**src/rtl/video_cfg_sequencer.sv**
```systemverilog
// Pushbutton-driven Avalon-MM configuration master: debounces a key and writes the
// bypass bits of the bar and rgb2gray cores' control registers, once at startup and per press.
module video_cfg_sequencer #(
    parameter int unsigned DEBOUNCE_CYCLES = 1000000
) (
    input  logic        sys_clk,
    input  logic        sys_rst_n,
    input  logic        key_n,
    input  logic        bar_core_bypass,
    input  logic        rgb2gray_core_bypass,
    input  logic        avs_video_bar_core_waitrequest,
    input  logic        avs_video_rgb2gray_core_waitrequest,
    output logic        avs_video_bar_core_address,
    output logic        avs_video_bar_core_write,
    output logic [31:0] avs_video_bar_core_writedata,
    output logic        avs_video_rgb2gray_core_address,
    output logic        avs_video_rgb2gray_core_write,
    output logic [31:0] avs_video_rgb2gray_core_writedata,
    output logic        busy,
    output logic [7:0]  seq_count
);

    localparam logic [23:0] DbLast = 24'(DEBOUNCE_CYCLES - 1);

    typedef enum logic [1:0] {
        StIdle,
        StWrBar,
        StWrGray,
        StDone
    } state_e;

    logic        key_s1_q, key_s2_q;
    logic        bar_s1_q, bar_s2_q;
    logic        gray_s1_q, gray_s2_q;

    logic [23:0] db_cnt_q, db_cnt_d;
    logic        key_db_q, key_db_d;
    logic        key_db_prev_q;
    logic        press;

    logic [1:0]  start_cnt_q;
    logic        init_pend_q;
    logic        init_ready;

    state_e      state_q, state_d;
    logic        launch;
    logic        lat_bar_q, lat_gray_q;
    logic [7:0]  seq_count_q;

    // Key flops idle high so reset never looks like a press.
    always_ff @(posedge sys_clk or negedge sys_rst_n) begin
        if (!sys_rst_n) begin
            key_s1_q  <= 1'b1;
            key_s2_q  <= 1'b1;
            bar_s1_q  <= 1'b0;
            bar_s2_q  <= 1'b0;
            gray_s1_q <= 1'b0;
            gray_s2_q <= 1'b0;
        end else begin
            key_s1_q  <= key_n;
            key_s2_q  <= key_s1_q;
            bar_s1_q  <= bar_core_bypass;
            bar_s2_q  <= bar_s1_q;
            gray_s1_q <= rgb2gray_core_bypass;
            gray_s2_q <= gray_s1_q;
        end
    end

    always_comb begin
        db_cnt_d = '0;
        key_db_d = key_db_q;
        if (key_s2_q != key_db_q) begin
            if (db_cnt_q == DbLast) begin
                key_db_d = key_s2_q;
            end else begin
                db_cnt_d = db_cnt_q + 24'd1;
            end
        end
    end

    always_ff @(posedge sys_clk or negedge sys_rst_n) begin
        if (!sys_rst_n) begin
            db_cnt_q      <= '0;
            key_db_q      <= 1'b1;
            key_db_prev_q <= 1'b1;
        end else begin
            db_cnt_q      <= db_cnt_d;
            key_db_q      <= key_db_d;
            key_db_prev_q <= key_db_q;
        end
    end

    assign press = key_db_prev_q & ~key_db_q;

    // Startup launch waits until the switch synchronizers hold real samples.
    assign init_ready = init_pend_q && (start_cnt_q == 2'd3);

    always_comb begin
        state_d                       = state_q;
        launch                        = 1'b0;
        busy                          = 1'b1;
        avs_video_bar_core_write      = 1'b0;
        avs_video_rgb2gray_core_write = 1'b0;
        unique case (state_q)
            StIdle: begin
                busy = 1'b0;
                if (press || init_ready) begin
                    launch  = 1'b1;
                    state_d = StWrBar;
                end
            end
            StWrBar: begin
                avs_video_bar_core_write = 1'b1;
                if (!avs_video_bar_core_waitrequest) begin
                    state_d = StWrGray;
                end
            end
            StWrGray: begin
                avs_video_rgb2gray_core_write = 1'b1;
                if (!avs_video_rgb2gray_core_waitrequest) begin
                    state_d = StDone;
                end
            end
            StDone: begin
                state_d = StIdle;
            end
            default: begin
                state_d = StIdle;
            end
        endcase
    end

    always_ff @(posedge sys_clk or negedge sys_rst_n) begin
        if (!sys_rst_n) begin
            state_q     <= StIdle;
            start_cnt_q <= 2'd0;
            init_pend_q <= 1'b1;
            lat_bar_q   <= 1'b0;
            lat_gray_q  <= 1'b0;
            seq_count_q <= 8'd0;
        end else begin
            state_q <= state_d;
            if (start_cnt_q != 2'd3) begin
                start_cnt_q <= start_cnt_q + 2'd1;
            end
            if (launch) begin
                lat_bar_q   <= bar_s2_q;
                lat_gray_q  <= gray_s2_q;
                init_pend_q <= 1'b0;
            end
            if (state_q == StDone) begin
                seq_count_q <= seq_count_q + 8'd1;
            end
        end
    end

    assign avs_video_bar_core_address        = 1'b0;
    assign avs_video_rgb2gray_core_address   = 1'b0;
    assign avs_video_bar_core_writedata      = {31'b0, lat_bar_q};
    assign avs_video_rgb2gray_core_writedata = {31'b0, lat_gray_q};
    assign seq_count                         = seq_count_q;

endmodule

```
**config.mk**
```make
export PLATFORM = sky130hd
export DESIGN_NAME = video_cfg_sequencer
export DESIGN_NICKNAME = d
export VERILOG_FILES = /design/src/rtl/video_cfg_sequencer.sv
export SDC_FILE = /design/constraint.sdc
export NUM_CORES = 1
export LEC_CHECK = 0
export ABC_AREA = 1
export CORE_MARGIN = 2
export CORE_UTILIZATION = 40
export DETAILED_ROUTE_END_ITERATION = 8
export PLACE_DENSITY = 0.79
export SLEW_MARGIN = 30
export SYNTH_ARGS = -nofsm -noshare
export SYNTH_HDL_FRONTEND = slang
export SYNTH_SLANG_ARGS = --single-unit
```
**constraint.sdc**
```tcl
create_clock -name sys_clk -period 1.3 [get_ports sys_clk]
set_input_delay 0.13 -clock sys_clk [delete_from_list [all_inputs] [get_ports sys_clk]]
set_output_delay 0.13 -clock sys_clk [all_outputs]
set_load 0.01 [all_outputs]
```
==> results_dict.tcl, run 1 <==
set metrics [dict create \
    status "complete, but fails checks" \
    failed_checks "negative setup slack" \
    diodes 0 \
    holdPathStages 1 \
    grt-ovfl-total 0 \
    vias 2306 \
    n_fill_cell 601 \
    drcViolationCount 0 \
    placementRows 31 \
    clock_latency_ns 0.31 \
    numCtsBuffers 5 \
    rsz0062_at_grt "true" \
    ys_ff_latch 47 \
    firstDrtPassIters 4 \
    grt_max_degree 36 \
    setup_viol 23 \
    dpl_cell_area_um2 3146 \
    cts_max_level 2 \
    drive_gt1_share_pct 32.62 \
    yosysSeqAreaShare_pct 40.58 \
    maxSlewViolCount 0 \
    grt_pass1_wl_um 9156 \
    cts_root_buf "clkbuf_8" \
    use_met1_pct 18.29 \
    hold_class "input port to register" \
    hold_viol 0 \
    reg2reg_depth 8 \
    max_freq_mhz 686.9 \
    die-area_um2 7983 \
    cp.required_ns 1.49 \
    finalNetCount 433 \
    use_met3_pct 3.693 \
    arrival_ns 1.65 \
    grt_pass1_vias 2027 \
    yosysUniqueCellTypes 30 \
    cts_tree "built" \
    drt_iter0_markers 148 \
    wirelength_um 6632 \
    synth_area_leaders "dfrtp_1, buf_4, nand2_1" \
    leakage_nw 1.818 \
    syn_inst 354 \
    fin_skew_ns 0.006614 \
    wl_per_cell_um 12.78 \
    die_y_um 89.35 \
    min_period_over_period_pct 112.0 \
    placedCellCount 490 \
    total_power_mw 2.774 \
    io_pins 84 \
    syn_avg_cell_area_um2 8.232 \
    path_clk_slew_ns 0.09 \
    busiest_layer "met2" \
    met2_usage_pct 25.59 \
    portBuffers 19 \
    routed_via_density 4.443 \
    maxCapViolCount 0 \
    initial_core_util_pct 40.83 \
    netlist_area_um2 2914 \
    die_w_um 89.35 \
    dpl.hpwl_um 4071 \
    clkSinkCount 47 \
    crit_type "register to register" \
    area_growth_pct 28.17 \
    pwr_density_cell_nw_per_um2 742.7 \
    finalNonFillerCells 519 \
    synth_top_area_cell "dfrtp_1" \
    critical_path.startpoint_type "register" \
    core_um2 7137 \
    synth_top_area_share_pct 36.07 \
    ir_worst_vdd_uv 576.2 \
    cts_buffer_depth 2 \
    place.gp.congestion 0.9304 \
    crit_path_end_kind "register" \
    period_minus_slack_ns 1.456 \
    antenna_left 0 \
    final_area_um2 3735 \
    grt_usage_pct 15.04 \
    fin_ws_ns -0.1558 \
    yosysWarnings 0 \
    antenna_found_initial 0 \
    cp_max_fo 7 \
]
state kept, by name, summed over array words and instances (netlist names):
signal	count
gray_s2_q	1
lat_gray_q	1
seq_count	8
lat_bar_q	1
bar_s1_q	1
start_cnt_q	2
key_db_prev_q	1
key_db_q	1
db_cnt_q	24
bar_s2_q	1
key_s1_q	1
key_s2_q	1
state_q	2
init_pend_q	1
gray_s1_q	1
path summary, 6_finish.rpt:
path                                        from                      to  slack (ns)
max                        db_cnt_q[1]$_DFF_PN0_   db_cnt_q[9]$_DFF_PN0_       -0.16
min                                        key_n      key_s1_q$_DFF_PN1_        0.22
max reg2reg                db_cnt_q[1]$_DFF_PN0_   db_cnt_q[9]$_DFF_PN0_       -0.16
min reg2reg                   bar_s1_q$_DFF_PN0_      bar_s2_q$_DFF_PN0_        0.36
max in group asynchronous              sys_rst_n    key_db_q$_DFFE_PN1P_        0.47
min in group asynchronous              sys_rst_n  db_cnt_q[17]$_DFF_PN0_        0.27
layout make-up:
class / instances / area, um^2 / share of cell area [%]
Tap cell: 99 / 123.9 / 3.317
Multi-Input combinational cell: 271 / 1643 / 43.99
Clock buffer: 6 / 72.57 / 1.943
Timing Repair Buffer: 62 / 540.5 / 14.47
Inverter: 32 / 127.6 / 3.417
Sequential cell: 47 / 1190 / 31.86
Clock inverter: 2 / 37.54 / 1.005
per-stage QoR:
stage,hold slack [ns],setup WS [ns],setup TNS [ns],utilization (%)
2_1_floorplan,-0.1656,-0.02317,-0.1447,-
3_3_place_gp,0.05135,-0.07016,-0.2905,44.07
3_5_place_dp,0.06021,-0.1026,-1.165,44.07
4_1_cts,0.2159,-0.09288,-0.8277,48.14
5_1_grt,0.2105,-0.2512,-4.431,52.33
6_report,0.2218,-0.1558,-1.836,52.33
cells by family after synthesis:
kind of cell | count (synthesis) | share of synthesized area [%]
AND/OR/NAND/NOR | 165 | 25.55
buffers and inverters | 99 | 21.51
flip-flops | 47 | 40.58
XOR/XNOR | 20 | 6.269
AO/OA/AOI/OAI | 14 | 2.576
adder cells (fa/ha/maj) | 7 | 3.005
other | 1 | 0.1287
multiplexers | 1 | 0.3864
synthesized netlist by cell type:
cell type / n
nor2_4: 4
nor3_1: 1
dfrtp_1: 42
nand3_1: 20
nor3b_1: 1
and2_1: 2
inv_1: 28
inv_2: 4
mux2_2: 1
nand2_4: 1
nand4_1: 2
xnor2_1: 8
nand2_2: 6
nand2_1: 61
nor2_2: 8
buf_4: 66
xor2_1: 11
a22oi_1: 1
or2_2: 1
buf_6: 1
o21ai_0: 8
nand3_2: 1
a21oi_1: 4
dfstp_2: 5
xor2_2: 1
o21a_1: 1
nand3b_1: 1
conb_1: 1
nor2_1: 56
ha_1: 7
critical path, stage by stage, from the launching register on:
cell and delay (ns):
dfrtp_1 0.36, ha_2 0.19, nand2_2 0.07, nor2_4 0.19
nand2_4 0.10, nor2_4 0.12, nand3_4 0.11, nand2_4 0.14
nor2_1 0.06
layout by cell type (no fill, tap or decap), types with 12 or more instances in the layout:
| cell | count |
|---|---|
| nor2_1 | 45 |
| nand2_1 | 49 |
| nand2_2 | 14 |
| conb_1 | 64 |
| inv_1 | 24 |
| dfrtp_1 | 36 |
| nor2_4 | 15 |
| buf_4 | 34 |
| nand3_1 | 12 |
report_power, final:
part / switching [mW] / internal, mW / leakage, nW
clock: 0.499 / 0.574 / 0.0514
sequential: 0.0119 / 1.48 / 0.607
combinational: 0.155 / 0.0535 / 1.16
total: 0.666 / 2.11 / 1.82
per-layer routing:
layer | wire length (um) | up-vias
li1 | - | 1084
met1 | 2492 | 1123
met2 | 3683 | 84
met3 | 295 | 15
met4 | 161 | 0
met5 | 0 | -
what timing repair did:
action | in CTS | in global routing
hold buffers | 1 | 0
endpoints found under the setup margin | 37 | 38
pin swaps | 17 | 30
gates resized for setup | 49 | 65
hold endpoints to repair | 12 | 0
buffers inserted | 12 | 9
Note: power is estimated with default switching activity, not from simulation.
==> run 2: changes to the inputs <==
- SETUP_SLACK_MARGIN: unset -> 0.3
==> results_dict.tcl, run 2 (synthesis results as in run 1) <==
set metrics [dict create \
    top_register "db_cnt_q" \
    path_clk_slew_ns 0.10 \
    failed_checks "negative setup slack" \
    crit_type "register to register" \
    maxSlewViolCount 0 \
    io_pins 84 \
    n_fill_cell 575 \
    leakage_nw 1.910 \
    initial_core_util_pct 40.83 \
    highest-signal-layer "met4" \
    cts_buffer_depth 2 \
    dpl.hpwl_um 3961 \
    grt_pass1_wl_um 9860 \
    cp.buffers_inverters 0 \
    core_um2 7137 \
    grt_max_degree 32 \
    maxCapViolCount 0 \
    numCtsBuffers 5 \
    period_minus_slack_ns 1.443 \
    routed_via_density 4.516 \
    layout_common_cells "conb_1, nand2_1, buf_4" \
    max_freq_mhz 692.9 \
    diodes 0 \
    wl_met2_um 3611 \
    grt_pass1_vias 2204 \
    max_stage_delay_ns 0.39 \
    antenna_left 0 \
    antenna_found_initial 0 \
    clock_latency_ns 0.31 \
    portBuffers 19 \
    drcViolationCount 0 \
    clkPwrFrac_pct 35.5 \
    wirelength_um 6849 \
    crit_cells 8 \
    die_y_um 89.35 \
    cts_tree "built" \
    ir_worst_vdd_uv 958.8 \
    die-area_um2 7983 \
    vias 2425 \
    swShare_pct 27.48 \
    crit_path_end_kind "register" \
    holdPathStages 1 \
    setup_viol 32 \
    cp.required_ns 1.50 \
    p_seq_share_pct 55.5 \
    firstDrtPassIters 4 \
    status "complete, but fails checks" \
    reg2reg_depth 8 \
    pwr_density_cell_nw_per_um2 690.1 \
    place.gp.congestion 0.9309 \
    largest_register_ffs 24 \
    rsz0062_at_grt "true" \
    fin_setup_tns_ns -2.053 \
    slowest_stage "dfrtp_1" \
    mostFrequentLayoutCell "conb_1" \
    finalNetCount 451 \
    crit_family "simple AND/OR/NAND/NOR gates" \
    p_int_mw 1.954 \
    critical_path.startpoint_type "register" \
    cts_max_level 2 \
    grt_usage_pct 15.96 \
    crit_chain "ha_2 -> nand2_2 -> nor2_4 -> nand2_4 -> nor2_2 -> nand3_2 -> nand2_4 -> nor2_2" \
    drt_iter0_markers 217 \
    power_frac_comb_pct 8.9 \
    fin_ws_ns -0.1433 \
    p_switching_mw 0.7402 \
    clkSinkCount 47 \
    final_area_um2 3904 \
    wl_met3_um 431 \
    area_growth_pct 33.96 \
    cts_root_buf "clkbuf_8" \
    fin_skew_ns 0.008991 \
    hold_viol 0 \
    hold_class "input port to register" \
    placementRows 31 \
    min_period_over_period_pct 111.0 \
    drive_gt1_share_pct 40.41 \
    grt-ovfl-total 0 \
    wl_met1_um 2637 \
    arrival_ns 1.64 \
    wl_per_cell_um 12.75 \
    dpl_cell_area_um2 3192 \
    cp_max_fo 7 \
    die_w_um 89.35 \
]
## run 2: cell types whose count changed in the layout (fill, tap and decap cells not counted), sizes merged
cell | before | now
inv | 32 | 34
bufinv | 1 | 0
clkbuf | 6 | 5
dlygate4sd2 | 10 | 0
buf | 46 | 74
## run 2: cell type report
| cell class | instances | area (um^2) | share of cell area, % |
|---|---|---|---|
| multi-input combinational | 271 | 1678 | 42.98 |
| sequential | 47 | 1191 | 30.51 |
| clock buffer | 5 | 68.82 | 1.763 |
| timing repair buffer | 80 | 684.4 | 17.53 |
| clock inverter | 3 | 27.53 | 0.7051 |
| inverter | 32 | 130.1 | 3.333 |
| tap | 99 | 123.9 | 3.173 |
## run 2: power groups by stage
stage          registers, mW  logic, mW  clock network, mW
2_1_floorplan           1.52      0.258                  0
3_3_place_gp            1.52      0.185                  0
3_5_place_dp            1.52      0.188                  0
4_1_cts                 1.49      0.216              0.966
5_1_grt                 1.50      0.276               1.04
6_report                1.50      0.241              0.957
## run 2: per-stage QoR
| step | worst slack, ns | instances | hold slack (ns) | power [mW] | utilization [%] |
|---|---|---|---|---|---|
| global placement | -0.03445 | 488 | 0.1055 | 1.703 | 44.72 |
| detailed placement | -0.08894 | 488 | 0.1089 | 1.708 | 44.72 |
| finish | -0.1433 | 537 | 0.2127 | 2.694 | 54.70 |
| floorplan | -0.02180 | 417 | -0.1656 | 1.778 | - |
| global route | -0.2439 | 537 | 0.2124 | 2.818 | 54.70 |
| CTS | -0.07465 | 525 | 0.2099 | 2.676 | 51.61 |
## run 2: path summary, 6_finish.rpt
path	start	slack, ns	to
min reg2reg	bar_s1_q$_DFF_PN0_	0.36	bar_s2_q$_DFF_PN0_
max in group asynchronous	sys_rst_n	0.76	key_s2_q$_DFF_PN1_
max	db_cnt_q[1]$_DFF_PN0_	-0.14	db_cnt_q[9]$_DFF_PN0_
max reg2reg	db_cnt_q[1]$_DFF_PN0_	-0.14	db_cnt_q[9]$_DFF_PN0_
min	key_n	0.21	key_s1_q$_DFF_PN1_
min in group asynchronous	sys_rst_n	0.30	start_cnt_q[0]$_DFFE_PN0P_
## run 2: repair_timing
| item | CTS | global route |
|---|---|---|
| gates resized for setup | 118 | 31 |
| endpoints found under the setup margin | 50 | 49 |
| buffers inserted | 28 | 12 |
| hold buffers | 1 | 0 |
| pin swaps | 45 | 24 |
| hold endpoints to repair | 47 | 0 |
## run 2: routing by layer
layer	vias to the layer above	GRT usage [%]
met1	1162	19.66
li1	1124	-
met3	23	3.232
met5	-	0
met4	0	5.427
met2	116	27.81
